[config.mk]
export PLATFORM = sky130hd
export DESIGN_NAME = pc_fetch_ctrl_flat
export DESIGN_NICKNAME = d
export VERILOG_FILES = /design/src/rtl/pc_fetch_ctrl_pkg.sv /design/src/rtl/pc_fetch_ctrl_if.sv /design/src/rtl/pc_fetch_ctrl_wait_counter.sv /design/src/rtl/pc_fetch_ctrl.sv /design/src/flat_wrapper.sv
export SDC_FILE = /design/constraint.sdc
export NUM_CORES = 1
export LEC_CHECK = 0
export CAP_MARGIN = 20
export CORE_UTILIZATION = 40
export DETAILED_ROUTE_END_ITERATION = 10
export PLACE_DENSITY_LB_ADDON = 0.25
export SYNTH_ARGS = -nofsm -noshare
export SYNTH_HDL_FRONTEND = slang
export SYNTH_SLANG_ARGS = --single-unit
[constraint.sdc]
create_clock -name clk -period 6.18 [get_ports clk]
set_input_delay 0.618 -clock clk [delete_from_list [all_inputs] [get_ports clk]]
set_output_delay 0.618 -clock clk [all_outputs]
set_load 0.005 [all_outputs]
[src/rtl/pc_fetch_ctrl_pkg.sv]
// Shared types and constants for the PC register / instruction-fetch sequencer.
// Optional misaligned-target trap is enabled with PC_FETCH_ALIGN_CHECK_EN.
package pc_fetch_ctrl_pkg;

    localparam int XLEN = 32;
    localparam int WAIT_W = 8;
    localparam logic [XLEN-1:0] RESET_VECTOR_DEF = 32'h0000_0000;
    localparam int PC_STEP_DEF = 4;
    localparam int MAX_WAIT_DEF = 15;

    typedef enum logic [1:0] {
        BOOT  = 2'd0,
        REQ   = 2'd1,
        EXEC  = 2'd2,
        ERROR = 2'd3
    } fetch_state_e;

    function automatic logic is_word_aligned(input logic [XLEN-1:0] addr);
        return (addr[1:0] == 2'b00);
    endfunction

endpackage

[src/rtl/pc_fetch_ctrl_if.sv]
// Bus bundle between the fetch controller (master) and its surroundings: next-PC mux,
// instruction memory and decode. Misalign_Err exists only with PC_FETCH_ALIGN_CHECK_EN.
interface pc_fetch_ctrl_if;
    import pc_fetch_ctrl_pkg::*;

    logic [XLEN-1:0] Next_PC;
    logic            Stall;
    logic            IMem_Ack;
    logic [XLEN-1:0] IMem_Data;
    logic [XLEN-1:0] PC_Out;
    logic [XLEN-1:0] PC_Plus4;
    logic            IMem_Req;
    logic [XLEN-1:0] Instr_Out;
    logic            Instr_Valid;
    logic            Fetch_Timeout;
`ifdef PC_FETCH_ALIGN_CHECK_EN
    logic            Misalign_Err;

    modport master (
        input  Next_PC, Stall, IMem_Ack, IMem_Data,
        output PC_Out, PC_Plus4, IMem_Req, Instr_Out, Instr_Valid, Fetch_Timeout, Misalign_Err
    );
    modport slave (
        output Next_PC, Stall, IMem_Ack, IMem_Data,
        input  PC_Out, PC_Plus4, IMem_Req, Instr_Out, Instr_Valid, Fetch_Timeout, Misalign_Err
    );
`else
    modport master (
        input  Next_PC, Stall, IMem_Ack, IMem_Data,
        output PC_Out, PC_Plus4, IMem_Req, Instr_Out, Instr_Valid, Fetch_Timeout
    );
    modport slave (
        output Next_PC, Stall, IMem_Ack, IMem_Data,
        input  PC_Out, PC_Plus4, IMem_Req, Instr_Out, Instr_Valid, Fetch_Timeout
    );
`endif

endinterface

[src/rtl/pc_fetch_ctrl_wait_counter.sv]
// 8-bit saturating wait counter for outstanding fetch requests, with a terminal flag
// raised in the cycle whose unanswered edge would bring the count to MAX_WAIT.
module pc_fetch_ctrl_wait_counter
    import pc_fetch_ctrl_pkg::*;
#(
    parameter int MAX_WAIT = MAX_WAIT_DEF
) (
    input  logic clk,
    input  logic rst,
    input  logic clr,
    input  logic en,
    output logic terminal
);

    logic [WAIT_W-1:0] count_r;

    // Count unanswered request cycles; clear has priority, saturate at all-ones.
    always_ff @(posedge clk or posedge rst) begin
        if (rst) begin
            count_r <= 8'd0;
        end else if (clr) begin
            count_r <= 8'd0;
        end else if (en && (count_r != 8'hFF)) begin
            count_r <= count_r + 8'd1;
        end else begin
            count_r <= count_r;
        end
    end

    assign terminal = (count_r == WAIT_W'(MAX_WAIT - 1));

endmodule

[src/rtl/pc_fetch_ctrl.sv]
// PC register and instruction-fetch sequencer (BOOT -> REQ <-> EXEC, sticky ERROR).
// Define PC_FETCH_ALIGN_CHECK_EN to trap misaligned next-PC values into ERROR.
module pc_fetch_ctrl
    import pc_fetch_ctrl_pkg::*;
#(
    parameter logic [XLEN-1:0] RESET_VECTOR = RESET_VECTOR_DEF,
    parameter int              PC_STEP      = PC_STEP_DEF,
    parameter int              MAX_WAIT     = MAX_WAIT_DEF
) (
    input  logic clk,
    input  logic rst,
    pc_fetch_ctrl_if.master bus
);

    fetch_state_e    state_r, state_s;
    logic [XLEN-1:0] pc_r, instr_r;
    logic            req_r, valid_r, timeout_r;
    logic            pc_load_s, instr_load_s, wait_clr_s, wait_en_s, timeout_set_s;
    logic            wait_done_s, misalign_s, misalign_set_s;

`ifdef PC_FETCH_ALIGN_CHECK_EN
    logic            misalign_r;
    assign misalign_s = !is_word_aligned(bus.Next_PC);
`else
    assign misalign_s = 1'b0;
`endif

    pc_fetch_ctrl_wait_counter #(.MAX_WAIT(MAX_WAIT)) u_wait (
        .clk      (clk),
        .rst      (rst),
        .clr      (wait_clr_s),
        .en       (wait_en_s),
        .terminal (wait_done_s)
    );

    // State register.
    always_ff @(posedge clk or posedge rst) begin
        if (rst) begin
            state_r <= BOOT;
        end else begin
            state_r <= state_s;
        end
    end

    // Next-state logic; an ack in the terminal wait cycle beats the timeout.
    always_comb begin
        state_s = state_r;
        case (state_r)
            BOOT:  state_s = REQ;
            REQ: begin
                if (bus.IMem_Ack)     state_s = EXEC;
                else if (wait_done_s) state_s = ERROR;
                else                  state_s = REQ;
            end
            EXEC: begin
                if (bus.Stall)        state_s = EXEC;
                else if (misalign_s)  state_s = ERROR;
                else                  state_s = REQ;
            end
            ERROR: state_s = ERROR;
            default: state_s = BOOT;
        endcase
    end

    // Datapath enables decoded from the current state.
    always_comb begin
        pc_load_s      = 1'b0;
        instr_load_s   = 1'b0;
        wait_clr_s     = 1'b1;
        wait_en_s      = 1'b0;
        timeout_set_s  = 1'b0;
        misalign_set_s = 1'b0;
        case (state_r)
            REQ: begin
                instr_load_s  = bus.IMem_Ack;
                wait_clr_s    = bus.IMem_Ack;
                wait_en_s     = !bus.IMem_Ack;
                timeout_set_s = !bus.IMem_Ack && wait_done_s;
            end
            EXEC: begin
                pc_load_s      = !bus.Stall && !misalign_s;
                misalign_set_s = !bus.Stall && misalign_s;
            end
            default: begin
                wait_clr_s = 1'b1;
            end
        endcase
    end

    // Output and datapath registers; req/valid are registered from the next state.
    always_ff @(posedge clk or posedge rst) begin
        if (rst) begin
            pc_r      <= RESET_VECTOR;
            instr_r   <= 32'h0000_0000;
            req_r     <= 1'b0;
            valid_r   <= 1'b0;
            timeout_r <= 1'b0;
        end else begin
            pc_r      <= pc_load_s ? bus.Next_PC : pc_r;
            instr_r   <= instr_load_s ? bus.IMem_Data : instr_r;
            req_r     <= (state_s == REQ);
            valid_r   <= (state_s == EXEC);
            timeout_r <= timeout_r | timeout_set_s;
        end
    end

`ifdef PC_FETCH_ALIGN_CHECK_EN
    // Sticky misaligned-target flag.
    always_ff @(posedge clk or posedge rst) begin
        if (rst) begin
            misalign_r <= 1'b0;
        end else begin
            misalign_r <= misalign_r | misalign_set_s;
        end
    end

    assign bus.Misalign_Err = misalign_r;
`else
    logic unused_s;
    assign unused_s = misalign_set_s;
`endif

    assign bus.PC_Out        = pc_r;
    assign bus.PC_Plus4      = pc_r + XLEN'(PC_STEP);
    assign bus.IMem_Req      = req_r;
    assign bus.Instr_Out     = instr_r;
    assign bus.Instr_Valid   = valid_r;
    assign bus.Fetch_Timeout = timeout_r;

endmodule

[src/flat_wrapper.sv]
// flat-port wrapper written by rule: the top's interface ports become plain ports
module pc_fetch_ctrl_flat import pc_fetch_ctrl_pkg::*;
#(
    parameter logic [XLEN-1:0] RESET_VECTOR = RESET_VECTOR_DEF,
    parameter int              PC_STEP      = PC_STEP_DEF,
    parameter int              MAX_WAIT     = MAX_WAIT_DEF
)
  (clk, rst, bus_Next_PC, bus_Stall, bus_IMem_Ack, bus_IMem_Data, bus_PC_Out, bus_PC_Plus4, bus_IMem_Req, bus_Instr_Out, bus_Instr_Valid, bus_Fetch_Timeout);
  pc_fetch_ctrl_if bus_i ();
  input  logic clk;
  input  logic rst;
  input wire logic [$bits(bus_i.Next_PC)-1:0] bus_Next_PC;
  input wire logic [$bits(bus_i.Stall)-1:0] bus_Stall;
  input wire logic [$bits(bus_i.IMem_Ack)-1:0] bus_IMem_Ack;
  input wire logic [$bits(bus_i.IMem_Data)-1:0] bus_IMem_Data;
  output wire logic [$bits(bus_i.PC_Out)-1:0] bus_PC_Out;
  output wire logic [$bits(bus_i.PC_Plus4)-1:0] bus_PC_Plus4;
  output wire logic [$bits(bus_i.IMem_Req)-1:0] bus_IMem_Req;
  output wire logic [$bits(bus_i.Instr_Out)-1:0] bus_Instr_Out;
  output wire logic [$bits(bus_i.Instr_Valid)-1:0] bus_Instr_Valid;
  output wire logic [$bits(bus_i.Fetch_Timeout)-1:0] bus_Fetch_Timeout;
  assign bus_i.Next_PC = bus_Next_PC;
  assign bus_i.Stall = bus_Stall;
  assign bus_i.IMem_Ack = bus_IMem_Ack;
  assign bus_i.IMem_Data = bus_IMem_Data;
  assign bus_PC_Out = bus_i.PC_Out;
  assign bus_PC_Plus4 = bus_i.PC_Plus4;
  assign bus_IMem_Req = bus_i.IMem_Req;
  assign bus_Instr_Out = bus_i.Instr_Out;
  assign bus_Instr_Valid = bus_i.Instr_Valid;
  assign bus_Fetch_Timeout = bus_i.Fetch_Timeout;
  pc_fetch_ctrl #(.RESET_VECTOR(RESET_VECTOR), .PC_STEP(PC_STEP), .MAX_WAIT(MAX_WAIT)) u_core (.clk(clk), .rst(rst), .bus(bus_i));
endmodule
[Word level (Yosys, flattened, before mapping)]
Index checks and enable logic that the tools add are counted.
Cells by class
  bitwise logic cells: 1
  eq/ne operators: 7
  $lt $le $gt $ge: 0
  multipliers: 0
  shift-type cells: 0
  div/mod/pow operators: 0
  reduce and logical (&&, ||, !) cells: 6
  $add $sub $neg: 2
  mux-type cells: 11
Operator list (count)
  32-bit by 3-bit adder with 32-bit output, second input constant: 1
  8-bit 2-to-1 mux: 2
  8-bit by 1-bit adder with 8-bit output, second input constant: 1
  8-bit by 4-bit equality test with 1-bit output, second input constant: 1
  8-bit != test, second input constant: 1
  2-bit case mux with 4 select lines: 1
  2-bit equality test, second input constant: 3
  2-bit 2-to-1 mux: 3
  1-bit 2-to-1 mux: 5
  2-bit by 1-bit equality test with 1-bit output, second input constant: 2
  1-bit logical AND: 2
  1-bit logical NOT: 2
  2-bit logical NOT: 1
  2-bit nonzero test: 1
  1-bit OR: 1
Word-level totals
  output and inout bits: 99
  memory bits (read-only): 0
  bits of input ports: 68
  word-level logic and storage cells: 34
  bits in latches: 0
  memory bits (writable): 0
  flip-flop bits (word level): 77
  memories: 0

[Logic depth before layout (Yosys ltp)]
Gate-level depths: netlist of run 1.
  depth in word-level cells: 5
  mapped depth: 6
  mapped depth without buffers: 6

[Hierarchy]
A second synthesis of run 1 with hierarchy kept.
Unflattened totals
  cells, all modules: 282
  area, all modules: 3617.2 um^2
By module, submodules not included
  pc_fetch_ctrl: area an instance 3136.8 um^2, times used 1, sequential area each 1726.7 um^2, cells an instance 231
  pc_fetch_ctrl_wait_counter: area an instance 480.5 um^2, times used 1, sequential area each 200.2 um^2, cells an instance 51

[Worst setup path after synthesis of run 1]
No wires, ideal clock.
  path kind: flip-flop to output port
  from: reg u_core.pc_r[2] (netlist: u_core.bus.PC_Out[2])
  to: out bus_PC_Plus4[22]
  path buffers: 1
  arrival time: 1.440 ns
  setup slack: 4.122 ns
  stages on the path, launching flop included: 6
  data required time: 5.562 ns
  cells stage by stage: dfrtp_1 -> ha_1 -> clkbuf_1 -> inv_1 -> nor4_1 -> xor2_1
Between the ends
  cells in the longest elaborated chain, start to end: 1
Ends and longest elaborated chain
  start: declaration: RTL line pc_fetch_ctrl.sv:16  | logic [XLEN-1:0] pc_r, instr_r;
  start signal: assignment: RTL line pc_fetch_ctrl.sv:99  | pc_r <= pc_load_s ? bus.Next_PC : pc_r;
  32-bit by 3-bit adder with 32-bit output: RTL line pc_fetch_ctrl.sv:124  | assign bus.PC_Plus4 = pc_r + XLEN'(PC_STEP);
  end: declaration: RTL line flat_wrapper.sv:17  | output wire logic [$bits(bus_i.PC_Plus4)-1:0] bus_PC_Plus4;
Every way passes these cells.

[Final worst setup path of run 1]
  from: reg u_core.pc_r[4] (netlist: u_core.bus.PC_Out[4])
  to: out bus_PC_Plus4[31]
Same word-level chain as after synthesis.

==> metrics.md, run 1 <==
| Metric | Value |
|---|---|
| Post-synth top cells | `77 x dfrtp_1, 61 x mux2_2, 17 x nand2_1, 16 x xor2_1, 15 x xnor2_1` |
| Cells after synthesis | `286` |
| Clk_lat worst skew | `330 ps` |
| Non-Filler Instances | `566` |
| Ports | `167` |
| Leading cell type by number of instances after synthesis | `dfrtp_1` |
| Post-synth top area share | `53.0%` |
| Worst EP required | `5560 ps` |
| Critical Path Start Type | `flip-flop` |
| Fraction of registers with async set/reset | `100%` |
| Htree depth | `3` |
| Leakage Power | `2.35 nW` |
| PnR Total Power | `2.32 mW` |
| Hold endpoint | `u_core.bus.Fetch_Timeout` |
| CTS resizes | `0` |
| Final setup viols | `0` |
| Clock skew | `8.58 ps` |
| Core Util, Final | `64.2%` |
| Total Routing Usage GR | `19.1%` |
| Area leader, netlist | `dfrtp_1` |
| Post-CTS Setup Inserts | `0` |
| Antenna cells | `0` |
| F_max | `0.324 GHz` |
| Reg-to-reg startpoint | `u_core.u_wait.count_r[0]` |
| Worst-path cell chain | `and4_4 > nand4_4 > nor4_1 > xor2_1 > clkdlybuf4s50_1` |
| Met1 Use GR | `25.0%` |
| CP bufs+invs | `1` |
| Rel. slew slack | `69.5%` |
| # placed instances | `549` |
| RSZ-0062 raised after global routing | `no` |
| Routed length per instance | `15.4 um` |
| MaxCap Viol Count | `0` |
| Worst Hold Class | `reg2reg` |
| Die area | `9480 um2` |
| Post-Syn Area | `3640 um2` |
| Die height | `97.4 um` |
| Input/output buffers | `166` |
| Layout cells sized above 1 | `19.9%` |
| Grt ovf | `0` |
| Max VDD drop | `213 uV` |
| Multi-input logic area | `1610 um2` |
| Largest net degree at the start of global routing | `78` |
| Initial antenna violation count | `0` |
| Hold Path Stages | `1` |
| RR Endpoint | `u_core.bus.IMem_Req` |
| Met2 usage | `30.2%` |
| Worst-Margin Slew | `458 ps` |
| Period utilization | `49.9%` |
| Initial core utilization | `41.5%` |
| Final hold slack | `496 ps` |
| R2r worst-path depth | `6` |
| Sequential area share after synthesis | `53.0%` |
| Sequential Area | `1930 um2` |
| CP max-delay cell | `clkdlybuf4s50_1` |
| Vias per inst | `5.09` |
| Clock sink count | `77` |
| Clock root buffer | `clkbuf_8` |
| DR iter-0 viols | `86` |
| Synth Net Count | `357` |
| CORE AREA | `8760 um2` |
| Global route hottest layer | `met2` |
| Drc violations | `0` |
| Kind of critical path | `reg2out` |
| Endpoint type of the worst setup path | `output pin` |
| Num CTS Buffers | `9` |
| Power Dens Cells | `412 nW/um2` |
| Fillers | `696` |
| CP max stage delay | `520 ps` |
| Met3 Usage GRT | `6.04%` |
| Hold Fails Final Rpt | `0` |
| Crit Path Max Fanout | `14` |
| EDFF count, synth | `0` |
| Setup tns final | `0 ps` |
| Slew Viols, Final | `0` |
| Die width | `97.4 um` |
| Rows | `34` |
| Hold Startpoint | `u_core.bus.Fetch_Timeout` |
| Post-DP HPWL | `6.53 mm` |
| Ys flop type | `dfrtp_1` |
| DR vias | `2882` |
| FF-to-FF setup slack | `4470 ps` |
| Status | `finished, final reports clean` |
| Synth-to-Final Area Change | `54.8%` |
| Drt first pass iters | `4` |
| Warnings from Yosys | `0` |
| Vias in the first global route | `2897` |
| Post-route minimum period | `3090 ps` |
| Final wirelength | `8.74 mm` |
| CP Data Arrival Time | `2470 ps` |
| Largest cells by area after synthesis | `dfrtp_1 53%, mux2_2 19%, xor2_1 3.9%` |
| Global-route wire length before repair | `14.6 mm` |
| Hold_buf cts | `0` |
| Synth Register Bits | `77` |
| Synth unique cells | `40` |
| CTS max path bufs | `2` |
| Detail Route Antenna Nets | `0` |
| GP Congestion | `0.843` |
| Clk slew on worst S/H paths | `80 ps` |
| CTS tree | `built` |
| Top delay family on crit path | `simple AND/OR/NAND/NOR gates` |
| Nets@finish | `524` |
| Mean Syn Cell Area | `12.7 um2` |
==> worst register-to-register path, cell delays in order (launching register included) <==
cell and delay [ps]:
dfrtp_1 430, inv_1 80, ha_1 130, or4b_1 430, nor3_1 220, o31ai_1 120, and2_1 190
==> worst max-delay path by stage <==
stage | from | to | slack [ps] | depth (start not counted)
final | u_core.bus.PC_Out[4] | bus_PC_Plus4[31] | 3090 | 5
after global routing | u_core.bus.PC_Out[4] | bus_PC_Plus4[31] | 2910 | 5
after CTS | u_core.bus.PC_Out[4] | bus_PC_Plus4[31] | 3090 | 5
after detailed placement | u_core.bus.PC_Out[4] | bus_PC_Plus4[31] | 3470 | 5
after global placement | u_core.bus.PC_Out[4] | bus_PC_Plus4[31] | 3490 | 5
after floorplan | rst | u_core.bus.Fetch_Timeout | 3600 | 1
==> final cells by class <==
cell class / instances / area share (%)
sequential: 77 / 34.2
timing repair buffer: 170 / 30.4
multi-input combinational: 188 / 28.5
clock buffer: 12 / 2.76
tap: 108 / 2.40
clock inverter: 4 / 1.24
inverter: 7 / 0.467
==> power by group <==
part           internal [mW]  switching (mW)  leakage (nW)
Sequential             0.701           0.189         0.961
Combinational          0.718           0.287          1.27
Clock                  0.249           0.178         0.116
Total                   1.67           0.654          2.35
==> cells by family after synthesis <==
kind of cell | after synthesis | share of synthesized area [%]
AND/OR/NAND/NOR | 78 | 13.9
XOR/XNOR | 31 | 7.46
adder cells (fa/ha/maj) | 3 | 1.03
multiplexers | 61 | 18.9
AO/OA/AOI/OAI | 15 | 2.65
buffers and inverters | 21 | 3.06
flip-flops | 77 | 53.0
==> sequential cells by signal, indices dropped and copies added (netlist names) <==
signal / cells
u_core.bus.Fetch_Timeout: 1
u_core.bus.Instr_Out: 32
u_core.u_wait.count_r: 8
u_core.bus.PC_Out: 32
u_core.bus.Instr_Valid: 1
u_core.bus.IMem_Req: 1
u_core.state_r: 2
==> stage by stage <==
stage,setup slack (ps),area (um2)
finish,3090,5630
global route,2910,5630
CTS,3090,5600
detailed placement,3470,5380
global placement,3490,5380
floorplan,3600,3640
==> cell usage in the layout (no fill, tap or decap), drive strengths merged, types with 9 or more instances in the layout <==
| cell type | Yosys | routed |
|---|---|---|
| clkbuf | 4 | 12 |
| clkdlybuf4s50 | 0 | 166 |
| dfrtp | 77 | 77 |
| mux2 | 61 | 61 |
| nand2 | 18 | 18 |
| nand3 | 10 | 10 |
| nand4 | 9 | 9 |
| nor4 | 10 | 10 |
| xnor2 | 15 | 15 |
| xor2 | 16 | 16 |
==> metal layers <==
metal,part of all wire [%],vias to the layer above
met2,47,130
met4,1.3,0
met1,43,1380
li1,-,1362
met5,0,-
met3,8.9,10
(Power assumes the default switching activity.)
==> inputs of run 2 (changes only) <==
CORE_UTILIZATION = 38   (was 40)
clock period = 2.75 ns   (was 6.18 ns; I/O delays follow)
==> run 2 against run 1 <==
  * Global-route usage is 0.62 points lower
  * Die area is 5.2% higher
  * Core utilization is 2.4 points lower
  * Register-to-register slack worse by 3400 ps
==> metrics.md, run 2 (synthesized netlist as in run 1, its figures left out) <==
| Metric | Value |
|---|---|
| CP max stage delay | `510 ps` |
| Antenna cells | `0` |
| Commonest non-fill, non-tap cell in the layout | `clkdlybuf4s50_1` |
| Clock skew | `11.3 ps` |
| Drt first pass iters | `4` |
| Clk_lat worst skew | `340 ps` |
| Total Routing Usage GR | `18.5%` |
| Synth-to-Final Area Change | `57.1%` |
| Global route hottest layer | `met2` |
| R2r worst-path depth | `6` |
| CP Data Arrival Time | `2380 ps` |
| Clock root buffer | `clkbuf_8` |
| Commonest non-fill, non-tap cells in the layout | `166 x clkdlybuf4s50_1, 74 x dfrtp_1, 61 x mux2_2, 17 x nand2_1, 16 x xor2_1` |
| Routed length per instance | `15.7 um` |
| CP endpoint | `bus_PC_Plus4[26]` |
| Met2 usage | `31.0%` |
| Initial antenna violation count | `0` |
| Crit Path Max Fanout | `9` |
| Status | `finished, final reports clean` |
| FF-to-FF setup slack | `1030 ps` |
| Hold_buf cts | `0` |
| CORE AREA | `9240 um2` |
| Largest net degree at the start of global routing | `41` |
| Vias in the first global route | `2932` |
| Met3 Usage GRT | `5.50%` |
| Core Util, Final | `61.9%` |
| GP Congestion | `0.820` |
| Finished Cell Area | `5720 um2` |
| Initial core utilization | `39.4%` |
| Global-route wire length before repair | `14.5 mm` |
| Worst Hold Class | `in2async` |
| Worst EP required | `2480 ps` |
| Power Dens Cells | `913 nW/um2` |
| Nets@finish | `529` |
| Hold Fails Final Rpt | `0` |
| Clk slew on worst S/H paths | `90 ps` |
| DR vias | `2897` |
| Die height | `99.8 um` |
| Clock sink count | `77` |
| Top delay family on crit path | `simple AND/OR/NAND/NOR gates` |
| Met1 Use GR | `22.9%` |
| Worst-Margin Slew | `661 ps` |
| Reg-to-reg startpoint | `u_core.u_wait.count_r[0]` |
| Post-place instance area | `5430 um2` |
| Slew Viols, Final | `0` |
| Critical Path Start Type | `flip-flop` |
| Period utilization | `96.4%` |
| CTS max path bufs | `2` |
| Post-route minimum period | `2650 ps` |
| Post-DP HPWL | `6.64 mm` |
| CTS tree | `built` |
| Crit path depth | `5` |
| Final setup viols | `0` |
| CP max-delay cell | `clkdlybuf4s50_1` |
| Htree depth | `3` |
| Drc violations | `0` |
| Max VDD drop | `509 uV` |
| Die width | `99.8 um` |
| Setup tns final | `0 ps` |
| Input/output buffers | `166` |
| Rel. slew slack | `55.9%` |
| Num CTS Buffers | `9` |
| Leakage Power | `2.36 nW` |
| Rows | `35` |
| Endpoint type of the worst setup path | `output pin` |
| CP startpoint | `u_core.bus.PC_Out[2]` |
| Ports | `167` |
| Vias per inst | `4.89` |
| Die area | `9970 um2` |
| Layout cells sized above 1 | `22.9%` |
| Final wirelength | `9.29 mm` |
| MaxCap Viol Count | `0` |
| Kind of critical path | `reg2out` |
| Final hold slack | `326 ps` |
| DR iter-0 viols | `53` |
| Grt ovf | `0` |
| CP bufs+invs | `1` |
| Worst-path cell chain | `ha_2 > nand4_1 > nor4_2 > xor2_1 > clkdlybuf4s50_1` |
| RR Endpoint | `u_core.bus.IMem_Req` |
| F_max | `0.377 GHz` |
| Detail Route Antenna Nets | `0` |
| Fillers | `777` |
## run 2: area by class of cell
| cell class | count | area, um2 | share of cell area, % |
|---|---|---|---|
| Multi-Input combinational cell | 189 | 1660 | 29.1 |
| Sequential cell | 77 | 1930 | 33.8 |
| Clock buffer | 11 | 151 | 2.65 |
| Timing Repair Buffer | 174 | 1720 | 30.1 |
| Clock inverter | 5 | 58.8 | 1.03 |
| Tap cell | 129 | 161 | 2.82 |
| Inverter | 7 | 27.5 | 0.482 |
## run 2: how the worst min path moves through the flow
stage / slack (ps) / endpoint / from / cells after the start
finish: 330 / u_core.bus.Instr_Out[17] / rst / 2
floorplan: 390 / u_core.bus.PC_Out[19] / bus_Next_PC[19] / 2
global route: 400 / u_core.bus.PC_Out[0] / rst / 2
global placement: 450 / u_core.bus.Fetch_Timeout / u_core.bus.Fetch_Timeout / 1
CTS: 330 / u_core.bus.PC_Out[0] / rst / 2
detailed placement: 450 / u_core.bus.Fetch_Timeout / u_core.bus.Fetch_Timeout / 1
## run 2: power breakdown
| group | switching [mW] | internal [mW] |
|---|---|---|
| combinational | 0.650 | 1.62 |
| clock | 0.432 | 0.469 |
| sequential | 0.467 | 1.58 |
## run 2: what timing repair did
item | CTS | global route
resized for setup | 1 | 10
hold endpoints to repair | 0 | 0
pin swaps | 0 | 1
gates cloned | 0 | 1
buffers inserted | 0 | 2
setup endpoints to repair | 1 | 12
## run 2: metrics by stage
stage / setup slack, ps / cells / power [mW]
CTS: 3.43 / 589 / 5.24
detailed placement: 374 / 573 / 4.32
global placement: 417 / 573 / 4.27
finish: 97.7 / 592 / 5.22
floorplan: 508 / 286 / 2.68
global route: -9.98 / 592 / 5.53
## run 2: worst register-to-register path: cells and delay by family, from the launching register on
kind,cells,cell delay (ps)
compound gates,1,120
fa+ha+maj,1,130
buf+inv,1,80
flops,1,430
simple gates,3,850
## run 2: layer usage
metal / vias to the layer above / routed length (um)
met4: 0 / 116
met1: 1402 / 3950
li1: 1370 / -
met2: 113 / 4510
met5: - / 0
met3: 12 / 715
==> inputs of run 3 (changes only) <==
CORE_ASPECT_RATIO = 1.25   (was not set)
CORE_UTILIZATION = 40   (was 38)
SLEW_MARGIN = 10   (was not set)
clock period = 2.65 ns   (was 2.75 ns; I/O delays follow)
==> run 3 against run 2 <==
  * Global-route usage is 1.3 points higher
  * Sequential share of layout area down 0.37 points
  * Cell count fell by 0.17%
  * Via count rose by 1.4%
  * Die area down 4.9%
  * Register-to-register slack lost 130 ps
==> metrics.md, run 3 (synthesized netlist as in run 1, its figures left out) <==
| Metric | Value |
|---|---|
| Die height | `109 um` |
| Clock root buffer | `clkbuf_8` |
| Power Dens Cells | `938 nW/um2` |
| Detail Route Antenna Nets | `0` |
| Antenna cells | `0` |
| Crit Path Max Fanout | `14` |
| Die width | `87.3 um` |
| Worst Hold Class | `in2async` |
| Core Util, Final | `66.0%` |
| Commonest non-fill, non-tap cell in the layout | `clkdlybuf4s50_1` |
| Largest net degree at the start of global routing | `38` |
| Worst-Margin Slew | `467 ps` |
| Global-route wire length before repair | `14.3 mm` |
| Drc violations | `0` |
| MaxCap Viol Count | `0` |
| Post-route minimum period | `2600 ps` |
| Dpl ws | `225 ps` |
| Final WS setup | `49.5 ps` |
| Grt ovf | `0` |
| Rows | `38` |
| R2r worst-path depth | `6` |
| Routed length per instance | `15.6 um` |
| Final wirelength | `9.22 mm` |
| CTS max path bufs | `2` |
| Hold Fails Final Rpt | `0` |
| Drt first pass iters | `4` |
| Total Routing Usage GR | `19.8%` |
| Finished Cell Area | `5780 um2` |
| CTS tree | `built` |
| Multi-input logic area | `1650 um2` |
| Kind of critical path | `reg2out` |
| GP Congestion | `0.844` |
| Die area | `9480 um2` |
| Input/output buffers | `166` |
| Clock sink count | `77` |
| Non-Filler Instances | `591` |
| Post-place instance area | `5460 um2` |
| Ports | `167` |
| Final setup viols | `0` |
| Clk slew on worst S/H paths | `80 ps` |
| Leakage Power | `2.43 nW` |
| Fillers | `709` |
| Clock skew | `4.78 ps` |
| Vias per inst | `4.97` |
| Initial core utilization | `41.6%` |
| Htree depth | `3` |
| Layout cells sized above 1 | `23.8%` |
| Final hold slack | `246 ps` |
| Initial antenna violation count | `0` |
| Rel. slew slack | `68.8%` |
| Sequential Area | `1930 um2` |
| Period utilization | `98.1%` |
| DR iter-0 viols | `82` |
| Slew Viols, Final | `0` |
| CORE AREA | `8750 um2` |
| Endpoint type of the worst setup path | `output pin` |
| Max VDD drop | `564 uV` |
| Num CTS Buffers | `9` |
| Vias in the first global route | `2970` |
| Synth-to-Final Area Change | `58.9%` |
| Clk_lat worst skew | `340 ps` |
| Nets@finish | `539` |
| # placed instances | `567` |
| DR vias | `2937` |
| Status | `finished, final reports clean` |
| Worst EP required | `2380 ps` |
| F_max | `0.385 GHz` |
| CP Data Arrival Time | `2340 ps` |
| Post-DP HPWL | `6.86 mm` |
| RSZ-0062 raised after global routing | `yes` |
| Commonest non-fill, non-tap cells in the layout | `165 x clkdlybuf4s50_1, 74 x dfrtp_1, 61 x mux2_2, 17 x nand2_1` |
| Critical Path Start Type | `flip-flop` |
## run 3: changes by cell type in the layout (fill, tap and decap cells not counted), moves of 2 or more
cell	before	now
clkbuf_1	0	2
buf_4	8	16
buf_12	0	3
clkinvlp_4	2	0
## run 3: area by class of cell
| cell class | instances | share of cell area [%] |
|---|---|---|
| clock buffer | 12 | 2.51 |
| clock inverter | 2 | 0.606 |
| inverter | 7 | 0.455 |
| multi-input combinational | 188 | 28.5 |
| sequential | 77 | 33.4 |
| tap | 120 | 2.60 |
| timing repair buffer | 185 | 31.9 |
## run 3: critical path, cell delays in order, from the launching register on
cell and delay, ps:
dfrtp_2 420, and4_4 270, nand4_4 120, buf_12 180, nor4_2 270, xor2_1 200
clkdlybuf4s50_1 520
## run 3: path summary, 6_finish.rpt
kind	startpoint	end	slack, ps
worst max-delay path	u_core.bus.PC_Out[4]	bus_PC_Plus4[22]	50
worst min-delay path	rst	u_core.bus.Instr_Out[16]	250
worst max register to register	u_core.u_wait.count_r[0]	u_core.bus.IMem_Req	900
worst min register to register	u_core.bus.Fetch_Timeout	u_core.bus.Fetch_Timeout	460
max in group asynchronous	rst	u_core.bus.PC_Out[11]	1840
min in group clk	u_core.bus.Fetch_Timeout	u_core.bus.Fetch_Timeout	460
## run 3: report_power, final
part	internal (mW)	switching, mW	total (mW)
sequential	1.64	0.405	2.05
clock	0.450	0.401	0.851
combinational	1.77	0.752	2.52
## run 3: timing repair
action,4_1_cts,5_1_grt
hold buffers,0,0
setup endpoints to repair,10,12
buffers inserted,4,6
resized for setup,2,9
pin swaps,0,2
## run 3: per-layer routing
layer / wire [um] / GRT usage (%) / vias to the layer above
met3: 677 / 5.30 / 17
met1: 3650 / 22.2 / 1404
met4: 197 / 9.60 / 0
met2: 4700 / 34.5 / 133
li1: - / - / 1383
met5: 0 / 0 / -
## run 3: through the flow
stage                     setup TNS (ps)  power (mW)
final                                  0        5.42
after global routing                -190        5.74
after CTS                              0        5.41
after detailed placement               0        4.51
after global placement                 0        4.46
after floorplan                        0        2.78
